===== src/rtl/usb_pad_conditioner_if.sv =====
// Gamepad-report / arcade-control bundle for usb_pad_conditioner.
// master: gamepad receiver side (drives report and strobe, observes controls).
// slave : conditioner side (consumes report, drives the core's control inputs).
interface usb_pad_conditioner_if;
    logic [7:0] usb_gamepad_data;
    logic       usb_gamepad_ena;
    logic [3:0] i_sw;
    logic [3:0] i_button;
    logic       link_ok;

    modport master (
        output usb_gamepad_data,
        output usb_gamepad_ena,
        input  i_sw,
        input  i_button,
        input  link_ok
    );

    modport slave (
        input  usb_gamepad_data,
        input  usb_gamepad_ena,
        output i_sw,
        output i_button,
        output link_ok
    );
endinterface


===== src/rtl/usb_pad_conditioner.sv =====
// USB gamepad report conditioner for the arcade core's I_SW / I_BUTTON inputs.
// Latches reports, releases all controls on link loss, locks out opposing
// directions, stretches SELECT into a fixed-width coin pulse.
// Optional autofire on the A button when USB_PAD_AUTOFIRE_EN is defined.
module usb_pad_conditioner #(
    parameter int unsigned TIMEOUT_CYC    = 2400000,
    parameter int unsigned COIN_PULSE_CYC = 2400000,
    parameter int unsigned AUTOFIRE_HALF  = 800000
) (
    input  logic                 clk24,
    input  logic                 rst_n,
    usb_pad_conditioner_if.slave pad
);
    localparam int unsigned WD_W   = $clog2(TIMEOUT_CYC + 1);
    localparam int unsigned COIN_W = $clog2(COIN_PULSE_CYC + 1);

    // Every cycle count must be at least one for the counters to make sense.
    if (TIMEOUT_CYC == 0 || COIN_PULSE_CYC == 0 || AUTOFIRE_HALF == 0) begin : g_bad_cfg
        $error("usb_pad_conditioner: cycle parameters must be nonzero");
    end

    logic [7:0]        rpt;
    logic [WD_W-1:0]   wd_cnt;
    logic              stale;

    logic [COIN_W-1:0] coin_cnt;
    logic [COIN_W-1:0] coin_next;
    logic              sel_prev;
    logic              sel_rise;

    logic              up;
    logic              down;
    logic              left;
    logic              right;
    logic              j1_next;

    logic [3:0]        sw_q;
    logic [3:0]        button_q;
    logic              link_q;

    // Report latch and link watchdog; a strobe always beats the timeout.
    always_ff @(posedge clk24 or negedge rst_n) begin
        if (!rst_n) begin
            rpt    <= '0;
            wd_cnt <= '0;
            stale  <= 1'b1;
        end else if (pad.usb_gamepad_ena) begin
            rpt    <= pad.usb_gamepad_data;
            wd_cnt <= '0;
            stale  <= 1'b0;
        end else if (wd_cnt >= WD_W'(TIMEOUT_CYC - 1)) begin
            wd_cnt <= WD_W'(TIMEOUT_CYC);
            stale  <= 1'b1;
            rpt    <= '0;
        end else begin
            wd_cnt <= wd_cnt + WD_W'(1);
        end
    end

    // Direction lockout per axis and coin counter next value.
    always_comb begin
        up        = rpt[4] & ~rpt[5];
        down      = rpt[5] & ~rpt[4];
        left      = rpt[6] & ~rpt[7];
        right     = rpt[7] & ~rpt[6];
        sel_rise  = rpt[2] & ~sel_prev;
        coin_next = coin_cnt;
        if (coin_cnt != '0) begin
            coin_next = coin_cnt - COIN_W'(1);
        end else if (sel_rise) begin
            coin_next = COIN_W'(COIN_PULSE_CYC);
        end
    end

`ifdef USB_PAD_AUTOFIRE_EN
    localparam int unsigned AF_W = $clog2(AUTOFIRE_HALF + 1);

    logic [AF_W-1:0] af_cnt;
    logic [AF_W-1:0] af_cnt_next;
    logic            af_fire;
    logic            af_fire_next;
    logic            a_prev;

    // Autofire phase: restart firing on each A press, toggle every half-period.
    always_comb begin
        af_cnt_next  = af_cnt;
        af_fire_next = af_fire;
        if (!rpt[0]) begin
            af_cnt_next  = '0;
            af_fire_next = 1'b0;
        end else if (!a_prev) begin
            af_cnt_next  = AF_W'(AUTOFIRE_HALF - 1);
            af_fire_next = 1'b1;
        end else if (af_cnt == '0) begin
            af_cnt_next  = AF_W'(AUTOFIRE_HALF - 1);
            af_fire_next = ~af_fire;
        end else begin
            af_cnt_next  = af_cnt - AF_W'(1);
        end
    end

    // Autofire phase registers.
    always_ff @(posedge clk24 or negedge rst_n) begin
        if (!rst_n) begin
            af_cnt  <= '0;
            af_fire <= 1'b0;
            a_prev  <= 1'b0;
        end else begin
            af_cnt  <= af_cnt_next;
            af_fire <= af_fire_next;
            a_prev  <= rpt[0];
        end
    end

    assign j1_next = ~af_fire_next;
`else
    assign j1_next = ~rpt[0];
`endif

    // Coin pulse state and registered control outputs.
    always_ff @(posedge clk24 or negedge rst_n) begin
        if (!rst_n) begin
            coin_cnt <= '0;
            sel_prev <= 1'b0;
            sw_q     <= 4'b1100;
            button_q <= 4'b1111;
            link_q   <= 1'b0;
        end else begin
            coin_cnt <= coin_next;
            sel_prev <= rpt[2];
            sw_q     <= {~rpt[1], j1_next, (coin_next != '0), rpt[3]};
            button_q <= {~right, ~left, ~down, ~up};
            link_q   <= ~stale;
        end
    end

    assign pad.i_sw     = sw_q;
    assign pad.i_button = button_q;
    assign pad.link_ok  = link_q;
endmodule


===== src/flat_wrapper.sv =====
// flat-port wrapper written by rule: the top's interface ports become plain ports
module usb_pad_conditioner_flat 
#(
    parameter int unsigned TIMEOUT_CYC    = 2400000,
    parameter int unsigned COIN_PULSE_CYC = 2400000,
    parameter int unsigned AUTOFIRE_HALF  = 800000
)
  (clk24, rst_n, pad_usb_gamepad_data, pad_usb_gamepad_ena, pad_i_sw, pad_i_button, pad_link_ok);
  usb_pad_conditioner_if pad_i ();
  input  logic clk24;
  input  logic rst_n;
  input wire logic [$bits(pad_i.usb_gamepad_data)-1:0] pad_usb_gamepad_data;
  input wire logic [$bits(pad_i.usb_gamepad_ena)-1:0] pad_usb_gamepad_ena;
  output wire logic [$bits(pad_i.i_sw)-1:0] pad_i_sw;
  output wire logic [$bits(pad_i.i_button)-1:0] pad_i_button;
  output wire logic [$bits(pad_i.link_ok)-1:0] pad_link_ok;
  assign pad_i.usb_gamepad_data = pad_usb_gamepad_data;
  assign pad_i.usb_gamepad_ena = pad_usb_gamepad_ena;
  assign pad_i_sw = pad_i.i_sw;
  assign pad_i_button = pad_i.i_button;
  assign pad_link_ok = pad_i.link_ok;
  usb_pad_conditioner #(.TIMEOUT_CYC(TIMEOUT_CYC), .COIN_PULSE_CYC(COIN_PULSE_CYC), .AUTOFIRE_HALF(AUTOFIRE_HALF)) u_core (.clk24(clk24), .rst_n(rst_n), .pad(pad_i));
endmodule

===== config.mk =====
export PLATFORM = sky130hd
export DESIGN_NAME = usb_pad_conditioner_flat
export DESIGN_NICKNAME = d
export VERILOG_FILES = /design/src/rtl/usb_pad_conditioner_if.sv /design/src/rtl/usb_pad_conditioner.sv /design/src/flat_wrapper.sv
export SDC_FILE = /design/constraint.sdc
export NUM_CORES = 1
export LEC_CHECK = 0
export CORE_ASPECT_RATIO = 0.8
export CORE_MARGIN = 5
export CORE_UTILIZATION = 52
export CTS_CLUSTER_SIZE = 16
export DETAILED_ROUTE_END_ITERATION = 8
export PLACE_DENSITY = 0.83
export SLEW_MARGIN = 30
export SYNTH_ARGS = -nofsm -noshare
export SYNTH_HDL_FRONTEND = slang
export SYNTH_SLANG_ARGS = --single-unit

===== constraint.sdc =====
create_clock -name clk24 -period 3.3 [get_ports clk24]
set_input_delay 0.66 -clock clk24 [delete_from_list [all_inputs] [get_ports clk24]]
set_output_delay 0.66 -clock clk24 [all_outputs]
set_load 0.03 [all_outputs]

==> results by group <==
Logic synthesis
  – Ys Warns: 0
  – FF+latch count, synth: 63
  – Synthesized area: 3040 µm²
  – Post-synth EDFFs: 0
  – Synth top area cells: dfrtp_1 (46%), dfstp_2 (6.1%), nor3_1 (4.3%)
  – Synth Instances: 301
  – Syn Area/Cell: 10.1 µm²
  – Seq/Total Area, Yosys: 52.2%
  – Top cell type's share of synthesized area: 46.2%
  – Syn Nets: 314
  – Most area-hungry cell type in the Yosys netlist: dfrtp_1
  – Yosys cell types: 50
  – Ys flop type: dfrtp_1
  – FFs w/ async S/R, synth: 100%

Timing
  – RSZ-0062 raised after global routing: false
  – Final worst slack: 202 ps
  – Final-report hold violation count: 0
  – Least-Margin Pin Slew: 887 ps
  – Clock Skew: 11.1 ps
  – Setup TNS: 0 ps
  – Tmin final: 3100 ps
  – Max-slew violations: 0
  – Slew margin rel.: 40.0%
  – Fmax: 0.323 GHz
  – Final cycle utilization of the critical path: 93.9%
  – Setup violations, final: 0

Finish
  – Area growth, synth to finish: 18.0%
  – # diodes: 0
  – Share of layout cells above drive strength 1: 14.6%
  – Nets@finish: 343

Critical path
  – Critical Path AT: 3310 ps
  – Startpoint types: flop
  – Reg2reg end: u_core.pad.i_sw[1]
  – Max FO, Critical Path: 8
  – Largest stage delay, worst path: 500 ps
  – CP top delay family: simple AND/OR/NAND/NOR gates
  – Reg2Reg Depth: 9
  – Worst path cell trace: inv_1 > ha_1 > nor3b_2 > nand4_1 > nor4b_4 > and3b_4 > or4_4 > nor4b_2 > nand4b_1
  – CP required: 3510 ps
  – Worst reg-to-reg setup slack: 200 ps
  – CP Class: flop to flop
  – CP max-delay cell: or4_4
  – R2r startpoint: u_core.coin_cnt[0]
  – Bufs and invs on worst path: 1
  – Crit. End Element: flop

Pwr
  – Switching part of the total: 31.1%
  – Maximum vdd drop: 0.433 mV
  – Net Sw Power: 0.653 mW
  – Sequential power share: 46.4%
  – Power per Cell Area: 586 nW/µm²
  – Tot Pwr: 2.10 mW
  – Clock network power share: 36.2%
  – Pint: 1.45 mW
  – Combinational fraction of design power: 17.5%
  – LEAKAGE: 1.48 nW

Global route
  – First-pass GRT wire length: 11,600 µm
  – Largest net degree at the start of global routing: 50
  – Gr ovfl total: 0
  – Initial antenna violation count: 0
  – Vias in the first global route: 2,390
  – GRT Overall Usage: 20.2%

Clock tree
  – Clock Tree Root: clkbuf_8
  – CTS Sinks: 63
  – H-tree levels: 3
  – CTS tree: yes
  – Longest Clk Path Bufs: 2
  – CTS buffer count: 9
  – Clock latency on the worst-skew pair: 350 ps
  – Postcts setup bufs: 0
  – Clk pin slew, worst setup/hold paths: 80 ps

Routing
  – Drt total wl: 6850 µm
  – Initial DRC Count: 270
  – ANT nets after route: 0
  – Drt pass-1 iters: 5
  – Routed vias: 2,476
  – Routed vias/inst: 6.00
  – WL per Instance: 16.6 µm
  – Remaining DRCs: 0

Floorplanning
  – Die H: 78.3 µm
  – Core ar.: 5560 µm²
  – Die Width: 95.4 µm
  – Die area: 7470 µm²
  – # IOs: 20
  – Std-Cell Rows: 24
  – Starting Density: 54.6%

Place
  – Final Wtd Congestion: 1.04
  – IO buf count: 19
  – Place WS: 112 ps
  – DP HPWL: 4650 µm

Min path
  – Worst Hold Class: input port to asynchronous set/reset pin

Run
  – Max-cap viol count: 0

Outcome
  – Status: completed
area by class of cell:
class | count | area (µm²)
inverters | 8 | 30.0
flip-flops and latches | 63 | 1590
multi-input cells | 221 | 1400
fillers | 432 | 1970
clock inverters | 7 | 104
clock buffers | 9 | 124
repair buffers | 27 | 243
well taps | 78 | 97.6
cells in the mapped netlist, types with 4 or more instances:
master	number
dfrtp_1	56
nand2_1	27
nor3_1	26
nand3_1	18
nor2_1	17
o21ai_0	16
a21oi_1	13
nand2b_1	13
xor2_1	13
xnor2_1	11
nor4_1	9
inv_1	8
clkbuf_1	7
dfstp_2	7
o31ai_1	5
and3_1	4
or4_4	4
cell families after synthesis:
logic type      share of synthesized area, %
compound gates                          9.81
xor+xnor                                6.92
fa+ha+maj                              0.824
buf+inv                                 2.35
flops                                   52.2
mux                                     1.36
simple gates                            26.5
layer usage:
metal / vias up / share of wire [%] / track usage, %
met5: - / 0 / 0
met1: 1190 / 46 / 28.3
met3: 25 / 7.9 / 6.88
li1: 1149 / - / -
met2: 112 / 44 / 28.7
met4: 0 / 2.6 / 8.24
registers in the layout, indices dropped and copies added (netlist names):
name,flops
u_core.coin_cnt,22
u_core.rpt,8
u_core.pad.link_ok,1
u_core.stale,1
u_core.wd_cnt,22
u_core.pad.i_button,4
u_core.sel_prev,1
u_core.pad.i_sw,4
worst max-delay path by stage:
stage,start,to,slack (ps),depth (start not counted)
2_1_floorplan,u_core.coin_cnt[0],u_core.pad.i_sw[1],540,9
3_3_place_gp,u_core.coin_cnt[0],u_core.pad.i_sw[1],290,9
3_5_place_dp,u_core.coin_cnt[0],u_core.pad.i_sw[1],110,9
4_1_cts,u_core.coin_cnt[0],u_core.pad.i_sw[1],70,9
5_1_grt,u_core.coin_cnt[0],u_core.pad.i_sw[1],60,9
6_report,u_core.coin_cnt[0],u_core.pad.i_sw[1],200,9
repair_timing:
item                                    CTS  global route
hold endpoints to repair                  0             0
endpoints found under the setup margin    1             1
hold buffers                              0             0
gates resized for setup                   1             2
metrics by stage:
stage / area (µm²) / utilization, % / hold WS [ps] / cells
2_1_floorplan: 3040 / - / 349 / 301
3_3_place_gp: 3340 / 60.1 / 356 / 397
3_5_place_dp: 3340 / 60.1 / 369 / 397
4_1_cts: 3580 / 64.4 / 322 / 413
5_1_grt: 3580 / 64.5 / 347 / 413
6_report: 3580 / 64.5 / 306 / 413
layout by cell type (no fill, tap or decap), drive strengths merged, types with 4 or more instances in the layout:
cell	Yosys	layout
buf	2	10
nand2	27	27
dfrtp	56	56
nand3	18	18
inv	8	10
nand2b	13	13
xor2	13	13
a21oi	13	13
xnor2	11	11
or3	4	4
clkbuf	7	9
o21ai	16	16
nor2	17	17
dfstp	7	7
o31ai	5	5
and3	4	4
clkdlybuf4s50	0	17
nor3	26	26
nor4	9	9
or4	5	5
power groups by stage:
stage	clock network [mW]	logic, mW	registers, mW
after global routing	0.822	0.405	0.985
after global placement	0	0.345	0.964
after CTS	0.774	0.360	0.956
after floorplan	0	0.246	0.957
final	0.759	0.366	0.974
after detailed placement	0	0.353	0.971
Note: power is estimated with default switching activity, not from simulation.
==> variant: new RTL, config.mk and constraints unchanged <==
The option `USB_PAD_AUTOFIRE_EN` is turned on by a define.
--- a/src/rtl/usb_pad_conditioner.sv
+++ b/src/rtl/usb_pad_conditioner.sv
@@ -2,6 +2,8 @@
 // Latches reports, releases all controls on link loss, locks out opposing
 // directions, stretches SELECT into a fixed-width coin pulse.
 // Optional autofire on the A button when USB_PAD_AUTOFIRE_EN is defined.
+`define USB_PAD_AUTOFIRE_EN
+
 module usb_pad_conditioner #(
     parameter int unsigned TIMEOUT_CYC    = 2400000,
     parameter int unsigned COIN_PULSE_CYC = 2400000,
Function: no difference found for any inputs over 10 cycles, from zero or initial values and one cycle with rst_n low; that may be too few to reach the edited logic, so the function may still have changed.
==> variant against the unedited design <==
- sequential share of layout area is 3.7 points higher
- routed wire length is 11% higher
- setup slack better by 0.17 ns
- synthesized area is 29% higher
- total power is 14% higher
- critical path depth stayed put
- sequential cell count is 22 higher
- final area is 24% higher
- fmax is 5.8% higher
- critical path type unchanged
- largest power group unchanged
==> variant: results <==
group,metric,value,unit
setup_path,cp.arrival,3.13,ns
logic_synthesis,muxShareOfSynthArea,0.01793,
layout,drive_above_1_share,0.07914,
setup_path,crit_fanout,9,
detailed_routing,routed_wl,7570,µm
global_route,met2_usage,0.2846,
logic_synthesis,ys_top_cells_by_area,"dfrtp_1 (50%), xnor2_1 (4.9%), xor2_1 (4.9%), dfstp_2 (4.7%), nor3_1 (4.1%)",
global_route,antenna_found_initial,0,
cts,root_buffer,"clkbuf_8",
timing,worst_pin_slew,0.7375,ns
global_route,grt_pass1_vias,2845,
setup_path,reg2regPathDepth,9,
worst_hold_path,hold_class,"in2async",
global_route,met3_usage,0.04937,
detailed_routing,drt_iter0_drc,167,
placed_design,gp_congestion,0.9373,
layout,reg_top3,"u_core.coin_cnt (22), u_core.wd_cnt (22), u_core.af_cnt (20)",
detailed_routing,viasPerCell,5.649,
pwr,p_leak,0.001828,µW
pwr,pwr.group.clock,858,µW
logic_synthesis,synth.yosys.seq_area_share,0.5466,
global_route,globalRouteTotalUtil,0.1775,
logic_synthesis,synth_xor_area_frac,0.09862,
cts,clkLatencyLatePin,0.35,ns
logic_synthesis,synth_nets,402,
pwr,p_sw_frac,0.2608,
placed_design,placed_cell_area,4203,µm²
logic_synthesis,synthCells,387,
global_route,grt_pass1_wl,13370,µm
layout,antenna_cells,0,
placed_design,hpwlAfterDp,5065,µm
timing,clock_skew,0.005506,ns
status,status,"completed",
global_route,grt_max_degree,86,
logic_synthesis,synth-adder-area-share,0.01281,
global_route,use_met1,0.2417,
pwr,intPower,1770,µW
pwr,pg_seq,1210,µW
logic_synthesis,synth_compound_area_frac,0.07813,
logic_synthesis,synth.distinct_cells,40,
layout,nFillCells,597,
layout,layout.nets,427,
setup_path,max_stage_delay,0.54,ns
setup_path,slowest_stage,"or4b_1",
setup_path,worstSetupPathType,"reg2reg",
logic_synthesis,synth_top_family_by_area,"simple AND/OR/NAND/NOR gates",
pwr,vdd_drop_max,0.0002966,V
placed_design,dp_cells,491,
logic_synthesis,synthTopCellsByCount,"dfrtp_1 (78), nand2_1 (40), nor2_1 (38)",
detailed_routing,vias,2864,
placed_design,pre_cts_ws,0.2932,ns
[variant: changes by cell type in the layout (fill, tap and decap cells not counted), sizes merged, moves of 6 or more]
| cell | change |
|---|---|
| nor3 | +6 |
| xnor2 | +11 |
| a21oi | +12 |
| dfrtp | +22 |
| xor2 | +9 |
| nor2 | +21 |
| nand2 | +13 |
| nand3 | -6 |
[variant: layout make-up]
cell class | instances | area, µm² | share of cell area
flip-flops and latches | 85 | 2136 | 0.4802
inverters | 8 | 30.03 | 0.006751
well taps | 90 | 112.6 | 0.02532
multi-input cells | 284 | 1708 | 0.3840
clock buffers | 12 | 135.1 | 0.03038
repair buffers | 24 | 229.0 | 0.05148
clock inverters | 4 | 97.59 | 0.02194
[variant: final timing paths]
path | slack, ns | from | to
max in group asynchronous | 2.45 | rst_n | u_core.wd_cnt[15]$_DFF_PN0_
setup reg to reg | 0.37 | u_core.coin_cnt[0]$_DFF_PN0_ | u_core.pad.i_sw[1]$_DFF_PN0_
hold reg to reg | 0.37 | u_core.rpt[1]$_DFFE_PN0P_ | u_core.pad.i_sw[3]$_DFF_PN1_
hold / removal | 0.36 | rst_n | u_core.af_cnt[12]$_DFF_PN0_
setup / recovery | 0.37 | u_core.coin_cnt[0]$_DFF_PN0_ | u_core.pad.i_sw[1]$_DFF_PN0_
min in group clk24 | 0.37 | u_core.rpt[1]$_DFFE_PN0P_ | u_core.pad.i_sw[3]$_DFF_PN1_
[variant: layer usage]
layer | share of wire | vias up
met3 | 0.045 | 13
li1 | - | 1408
met2 | 0.48 | 66
met4 | 0.015 | 0
met5 | 0 | -
met1 | 0.46 | 1377
[variant: timing repair]
action / 4_1_cts / 5_1_grt
gates resized for setup: 0 / 2
endpoints found under the hold margin: 0 / 0
hold buffers: 0 / 0
endpoints found under the setup margin: 0 / 1
